===== src/rtl/op2_pkg.sv =====
// Shared opcode and second-operand select-code constants for the op2 stage.
package op2_pkg;

  localparam logic [6:0] OPC_RTYPE  = 7'b0110011;
  localparam logic [6:0] OPC_IALU   = 7'b0010011;
  localparam logic [6:0] OPC_LOAD   = 7'b0000011;
  localparam logic [6:0] OPC_STORE  = 7'b0100011;
  localparam logic [6:0] OPC_BRANCH = 7'b1100011;
  localparam logic [6:0] OPC_LUI    = 7'b0110111;
  localparam logic [6:0] OPC_AUIPC  = 7'b0010111;
  localparam logic [6:0] OPC_JAL    = 7'b1101111;
  localparam logic [6:0] OPC_JALR   = 7'b1100111;

  localparam logic [2:0] SEL_PB    = 3'd0;
  localparam logic [2:0] SEL_IMM_I = 3'd1;
  localparam logic [2:0] SEL_IMM_S = 3'd2;
  localparam logic [2:0] SEL_IMM_U = 3'd3;
  localparam logic [2:0] SEL_PC    = 3'd4;
  localparam logic [2:0] SEL_ZERO  = 3'd5;

endpackage


===== src/rtl/op2_sel_decode.sv =====
// Combinational opcode -> {second-operand select, illegal} lookup.
module op2_sel_decode
  import op2_pkg::*;
#(
  parameter logic [2:0] BUBBLE_SEL = SEL_ZERO
) (
  input  logic [6:0] opcode,
  output logic [2:0] sel,
  output logic       illegal
);

  always_comb begin
    sel     = BUBBLE_SEL;
    illegal = 1'b0;
    case (opcode)
      OPC_RTYPE, OPC_BRANCH: sel = SEL_PB;
      OPC_IALU, OPC_LOAD:    sel = SEL_IMM_I;
      OPC_STORE:             sel = SEL_IMM_S;
      OPC_LUI, OPC_AUIPC:    sel = SEL_IMM_U;
      OPC_JAL, OPC_JALR:     sel = SEL_PC;
      default:               illegal = 1'b1;
    endcase
  end

endmodule


===== src/rtl/op2_sel_stage.sv =====
// ID->EX stage registering the second-operand mux select, raw immediates and PC.
// Optional saturating illegal-opcode counter enabled by defining OP2_ILLEGAL_CNT_EN.
module op2_sel_stage
  import op2_pkg::*;
#(
  parameter int          XLEN       = 32,
  parameter logic [2:0]  BUBBLE_SEL = 3'b101,
  parameter int          CNT_W      = 16
) (
  input  logic             clk,
  input  logic             rst_n,
  input  logic             if_valid,
  input  logic [XLEN-1:0]  instr,
  input  logic [XLEN-1:0]  pc_in,
  input  logic             stall,
  input  logic             flush,
  output logic             ex_valid,
  output logic [2:0]       S,
  output logic [11:0]      imm12_I,
  output logic [11:0]      imm12_S,
  output logic [19:0]      imm20,
  output logic [XLEN-1:0]  pc_out,
`ifdef OP2_ILLEGAL_CNT_EN
  output logic [CNT_W-1:0] illegal_cnt,
`endif
  output logic             illegal
);

  // Valid protocol: if_valid qualifies instr/pc_in on each edge with no
  // backpressure; ex_valid qualifies every registered output. stall holds the
  // stage, flush (higher priority) turns it into a bubble.
  logic [2:0]      w_sel;
  logic            w_illegal;
  logic            w_load;

  logic            r_valid;
  logic [2:0]      r_sel;
  logic [11:0]     r_imm_i;
  logic [11:0]     r_imm_s;
  logic [19:0]     r_imm20;
  logic [XLEN-1:0] r_pc;
  logic            r_illegal;

  op2_sel_decode #(.BUBBLE_SEL(BUBBLE_SEL)) u_decode (
    .opcode  (instr[6:0]),
    .sel     (w_sel),
    .illegal (w_illegal)
  );

  assign w_load = !flush && !stall && if_valid;

  always_ff @(posedge clk or negedge rst_n) begin
    if (!rst_n) begin
      r_valid   <= 1'b0;
      r_sel     <= BUBBLE_SEL;
      r_imm_i   <= '0;
      r_imm_s   <= '0;
      r_imm20   <= '0;
      r_pc      <= '0;
      r_illegal <= 1'b0;
    end else if (w_load) begin
      r_valid   <= 1'b1;
      r_sel     <= w_sel;
      r_imm_i   <= instr[31:20];
      r_imm_s   <= {instr[31:25], instr[11:7]};
      r_imm20   <= instr[31:12];
      r_pc      <= pc_in;
      r_illegal <= w_illegal;
    end else if (flush || !stall) begin
      r_valid   <= 1'b0;
      r_sel     <= BUBBLE_SEL;
      r_imm_i   <= '0;
      r_imm_s   <= '0;
      r_imm20   <= '0;
      r_pc      <= '0;
      r_illegal <= 1'b0;
    end
  end

`ifdef OP2_ILLEGAL_CNT_EN
  logic [CNT_W-1:0] r_illegal_cnt;

  always_ff @(posedge clk or negedge rst_n) begin
    if (!rst_n) begin
      r_illegal_cnt <= '0;
    end else if (w_load && w_illegal && (r_illegal_cnt != {CNT_W{1'b1}})) begin
      r_illegal_cnt <= r_illegal_cnt + 1'b1;
    end
  end

  assign illegal_cnt = r_illegal_cnt;
`endif

  assign ex_valid = r_valid;
  assign S        = r_sel;
  assign imm12_I  = r_imm_i;
  assign imm12_S  = r_imm_s;
  assign imm20    = r_imm20;
  assign pc_out   = r_pc;
  assign illegal  = r_illegal;

endmodule


===== config.mk =====
export PLATFORM = sky130hd
export DESIGN_NAME = op2_sel_stage
export DESIGN_NICKNAME = d
export VERILOG_FILES = /design/src/rtl/op2_pkg.sv /design/src/rtl/op2_sel_decode.sv /design/src/rtl/op2_sel_stage.sv
export SDC_FILE = /design/constraint.sdc
export NUM_CORES = 1
export LEC_CHECK = 0
export ABC_CLOCK_PERIOD_IN_PS = 1900
export BUFFER_PORTS_ARGS = -buffer_cell sky130_fd_sc_hd__buf_2
export CAP_MARGIN = 15
export CORE_ASPECT_RATIO = 0.7
export CORE_UTILIZATION = 37
export DETAILED_ROUTE_END_ITERATION = 6
export PLACE_DENSITY = 0.76
export SYNTH_ARGS = -nofsm -noshare
export SYNTH_HDL_FRONTEND = slang
export SYNTH_SLANG_ARGS = --single-unit

===== constraint.sdc =====
create_clock -name clk -period 1.9 [get_ports clk]
set_input_delay 0.285 -clock clk [delete_from_list [all_inputs] [get_ports clk]]
set_output_delay 0.285 -clock clk [all_outputs]
set_load 0.005 [all_outputs]

; ---- Yosys cells after proc, flatten, opt, wreduce, memory -nomap -nowiden
; Index checks and enable logic that the tools add are counted.
[word_totals]
reg_bits = 81
latch_bits = 0
ramBits = 0
romBits = 0
in_bits = 69
mem_count = 0
[op_classes]
addsub = 0
mul = 0
div = 0
magnitude_cmp = 0
n_eq_ne = 9
shift = 0
mux = 14
n_bitwise = 0
reduce_logical = 11
[ops]
columns = op, count
row1 = 2-to-1 mux 32 bit, 2
row2 = 2-to-1 mux 20 bit, 2
row3 = 2-to-1 mux 12 bit, 3
row4 = "== test 7 x 6 -> 1 bit, second input constant", 3
row5 = "== test 7 bit, second input constant", 3
row6 = one-hot mux 3 bit (5 select lines), 1
row7 = "== test 7 x 5 -> 1 bit, second input constant", 2
row8 = OR reduction 9 bit, 1
row9 = OR reduction 2 bit, 4
row10 = "== test 7 x 2 -> 1 bit, second input constant", 1
row11 = 2-to-1 mux 3 bit, 2
row12 = 2-to-1 mux 1 bit, 4
row13 = logical AND 1 bit, 2
row14 = zero test 1 bit, 2
row15 = nonzero test 2 bit, 1
row16 = logical OR 1 bit, 1

; ---- Depth between registers and ports, before layout
[logic_depth]
ltp_word = 4
ltp_mapped = 6

; ---- Hierarchy
; A second synthesis with hierarchy kept.
[hier_totals]
cells_unflattened = 185
hier_area_um2 = 2590.0
[modules_own_cells]
columns = module, instances, cells_per_inst, area_per_inst_um2, seq_area_each_um2
row1 = op2_sel_stage, 1, 170, 2491.1, 1554.0
row2 = op2_sel_decode, 1, 15, 98.8, 0.0

; ---- Worst setup path before layout
; Ideal clock, no wire load.
[synth_path]
path_type = input-to-reg
startpoint = input port instr[4]
endpoint = register r_sel[0], in the netlist S[0]
t_arrival_ns = 1.035
required_time_ns = 1.818
setup_slack_ns = 0.784
path_stages = 4
n_path_buf = 0
path_cell_list = nand2b_1 a2111oi_4 or2_1 a21oi_1
[synth_between]
elab_chain_cells = 4
word_cells_on_any_way = 15
[synth_rtl]
columns = item, line
row1 = "start, declared", op2_sel_stage.sv:13  ; input logic [XLEN-1:0] instr,
row2 = == test 7 bit (tied with other cells), op2_sel_decode.sv:15  ; case (opcode)
row3 = "OR reduction 2 bit, on equally long branches", -
row4 = one-hot mux 3 bit (5 select lines) (*), op2_sel_decode.sv:15
row5 = 2-to-1 mux 3 bit (*), op2_sel_stage.sv:61  ; end else if (w_load) begin
row6 = "end signal, assigned", op2_sel_stage.sv:63  ; r_sel <= w_sel;
row7 = "end, declared", op2_sel_stage.sv:37  ; logic [2:0] r_sel;
; Every way passes the cells marked *; elsewhere a longest branch is shown, timed or not.
; A chain may end at the register's enable or synchronous reset.

; ---- Worst setup path in the final report
[layout_path]
startpoint = register r_sel[2], in the netlist S[2]
endpoint = output port S[2]
[layout_lines]
columns = item, line
row1 = "end, declared", op2_sel_stage.sv:18  ; output logic [2:0] S,
; No word-level cell between the ends.

==> out/metrics.csv <==
metric,value,unit
routed_wl,5.53,mm
via_per_inst,4.92,
die_x,99.1,µm
cts_tree,yes,
core.rowCount,24,
vdd_drop_max,0.539,mV
fillers,574,
num_antenna_cells,0,
finalClockSkew,0,ps
required,1620,ps
final.setup.tns,0,ps
yosysWarnings,0,
syn2layout_area_growth,36.7,%
maxCapViolCount,0,
max_freq,0.789,GHz
slowest_delay,540,ps
die_y,70.0,µm
vias,1942,
worstReg2RegStart,S[2]$_DFFE_PN1P_,
status,finished clean,
antenna_found_initial,0,
rsz0062_at_grt,no,
postCtsSetupRepairBufs,0,
drt-pass1-iter-count,4,
place_hpwl,3.82,mm
start_util,38.8,%
dieArea,6940,µm²
synth_flop_cell,dfrtp_1,
slew_violations,0,
first_global_vias,1848,
timing.hold.ws,164,ps
power_leakage,0.00194,µW
cts.sinks,62,
core,6310,µm²
synth_edf_count,0,
place.port_buffers,149,
worst_setup_path_end_kind,output port,
hold_violations,0,
rrSetupSlack,1100,ps
drtIter0Drc,105,
reg2reg_to,S[2]$_DFFE_PN1P_,
htreeDepth,3,
cp_top_family,flip-flops,
async_flop_share,100,%
holdPathStages,2,
finalPower,2930,µW
synth_cells,179,
hold_class,in -> reg,
synth_seq_cells,62,
ctsRootBufferMaster,clkbuf_8,
overflow,0,
drive_gt1_share,54.6,%
hp-start,pc_in[6],
hold_path_end,pc_out[6]$_DFFE_PN0P_,
ys_seq_area_share,63.6,%
dp.cells,378,
utilization,53.0,%
wl_per_cell,14.0,µm
setup_violations,0,
start_kind,flip-flop,
crit_arrival,980,ps
drc,0,
post-route-period-util,66.7,%
power-per-cell-area,876,nW/µm²
grt_usage,17.3,%
timing.slew.headroom,77.9,%
synth.distinct_cells,21,
postRouteAntennaNets,0,
period_minus_slack,1270,ps
path_max_fanout,2,
synth_nets,248,
syn_avg_cell_area,13.7,µm²
clock_latency,330,ps
synth_area,2440,µm²
crit_cells,1,
cts_made_buffers,9,
crit_buf_inv,1,
clkSlewWorstSetupHoldPaths,70,ps
grt_max_degree,63,
cp_cell_sequence,buf_2,
instances_no_fill,395,
r2r_cells,2,
clk_path_buf_depth,2,
io_pins,150,
crit_slowest_cell,dfstp_2,
critical_path_class,reg -> out,
grt_pass1_wl,9.07,mm
place.gp.congestion,0.740,
tightest_slew,332,ps
final_nets,381,
final cells by class:
class | count | area, µm² | area share, %
tap | 78 | 97.6 | 2.92
timing repair buffer | 155 | 806 | 24.1
clock inverter | 4 | 70.1 | 2.10
multi-input combinational | 84 | 668 | 20.0
clock buffer | 12 | 145 | 4.34
sequential | 62 | 1550 | 46.5
registers in the layout (all words and copies together) (netlist names):
name	flops
ex_valid	1
imm20	8
imm12_S	5
pc_out	32
S	3
illegal	1
imm12_I	12
cells in the mapped netlist (all sizes together), types with 2 or more instances:
cell | number | area share [%]
a21oi | 3 | 0.61
a22o | 57 | 20
buf | 31 | 9.1
clkbuf | 2 | 0.36
dfrtp | 60 | 61
dfstp | 2 | 2.2
nand2 | 7 | 1.1
nand2b | 2 | 0.51
nor2 | 4 | 0.61
nor3 | 2 | 0.41
o21ai | 2 | 0.41
cells in the final DEF, fill, tap and decap left out, types with 3 or more instances in the layout:
| cell type | synthesis | layout |
|---|---|---|
| buf_2 | 9 | 149 |
| dfrtp_1 | 60 | 60 |
| a22o_1 | 57 | 57 |
| clkbuf_8 | 0 | 10 |
| nand2_1 | 7 | 7 |
| nor2_1 | 4 | 4 |
| buf_4 | 19 | 4 |
| a21oi_1 | 3 | 3 |
timing repair:
action / 4_1_cts / 5_1_grt
resized for setup: 0 / 0
hold endpoints to repair: 60 / 0
hold buffers: 1 / 0
through the flow:
| stage | instance area (µm²) | worst slack (ps) |
|---|---|---|
| final | 3340 | 633 |
| after global routing | 3340 | 573 |
| after detailed placement | 3120 | 604 |
| after CTS | 3340 | 613 |
| after global placement | 3120 | 630 |
| after floorplan | 2440 | 784 |
worst max-delay path by stage:
stage	from	endpoint	slack, ps
3_3_place_gp	instr[4]	S[0]$_DFFE_PN1P_	630
4_1_cts	S[2]$_DFFE_PN1P_	S[2]	610
5_1_grt	S[2]$_DFFE_PN1P_	S[2]	570
3_5_place_dp	instr[4]	S[0]$_DFFE_PN1P_	600
6_report	S[2]$_DFFE_PN1P_	S[2]	630
2_1_floorplan	instr[4]	S[0]$_DFFE_PN1P_	780
power by group:
part           internal, µW  leakage, µW  switching (µW)
registers              1370     0.000839            27.6
logic                   141     0.000987             136
clock network           771     0.000110             483
total                  2280      0.00194             647
cell families after synthesis:
kind of cell | synth area share (%)
compound gates | 23.3
flops | 63.6
simple gates | 3.69
buf+inv | 9.42
per-layer routing:
metal	track usage, %	part of all wire, %	vias to the layer above
met3	9.31	8.3	6
met2	25.7	45	90
met5	0	0	-
met4	5.56	1.1	0
met1	21.5	45	937
li1	-	-	909
(Power assumes the default switching activity.)
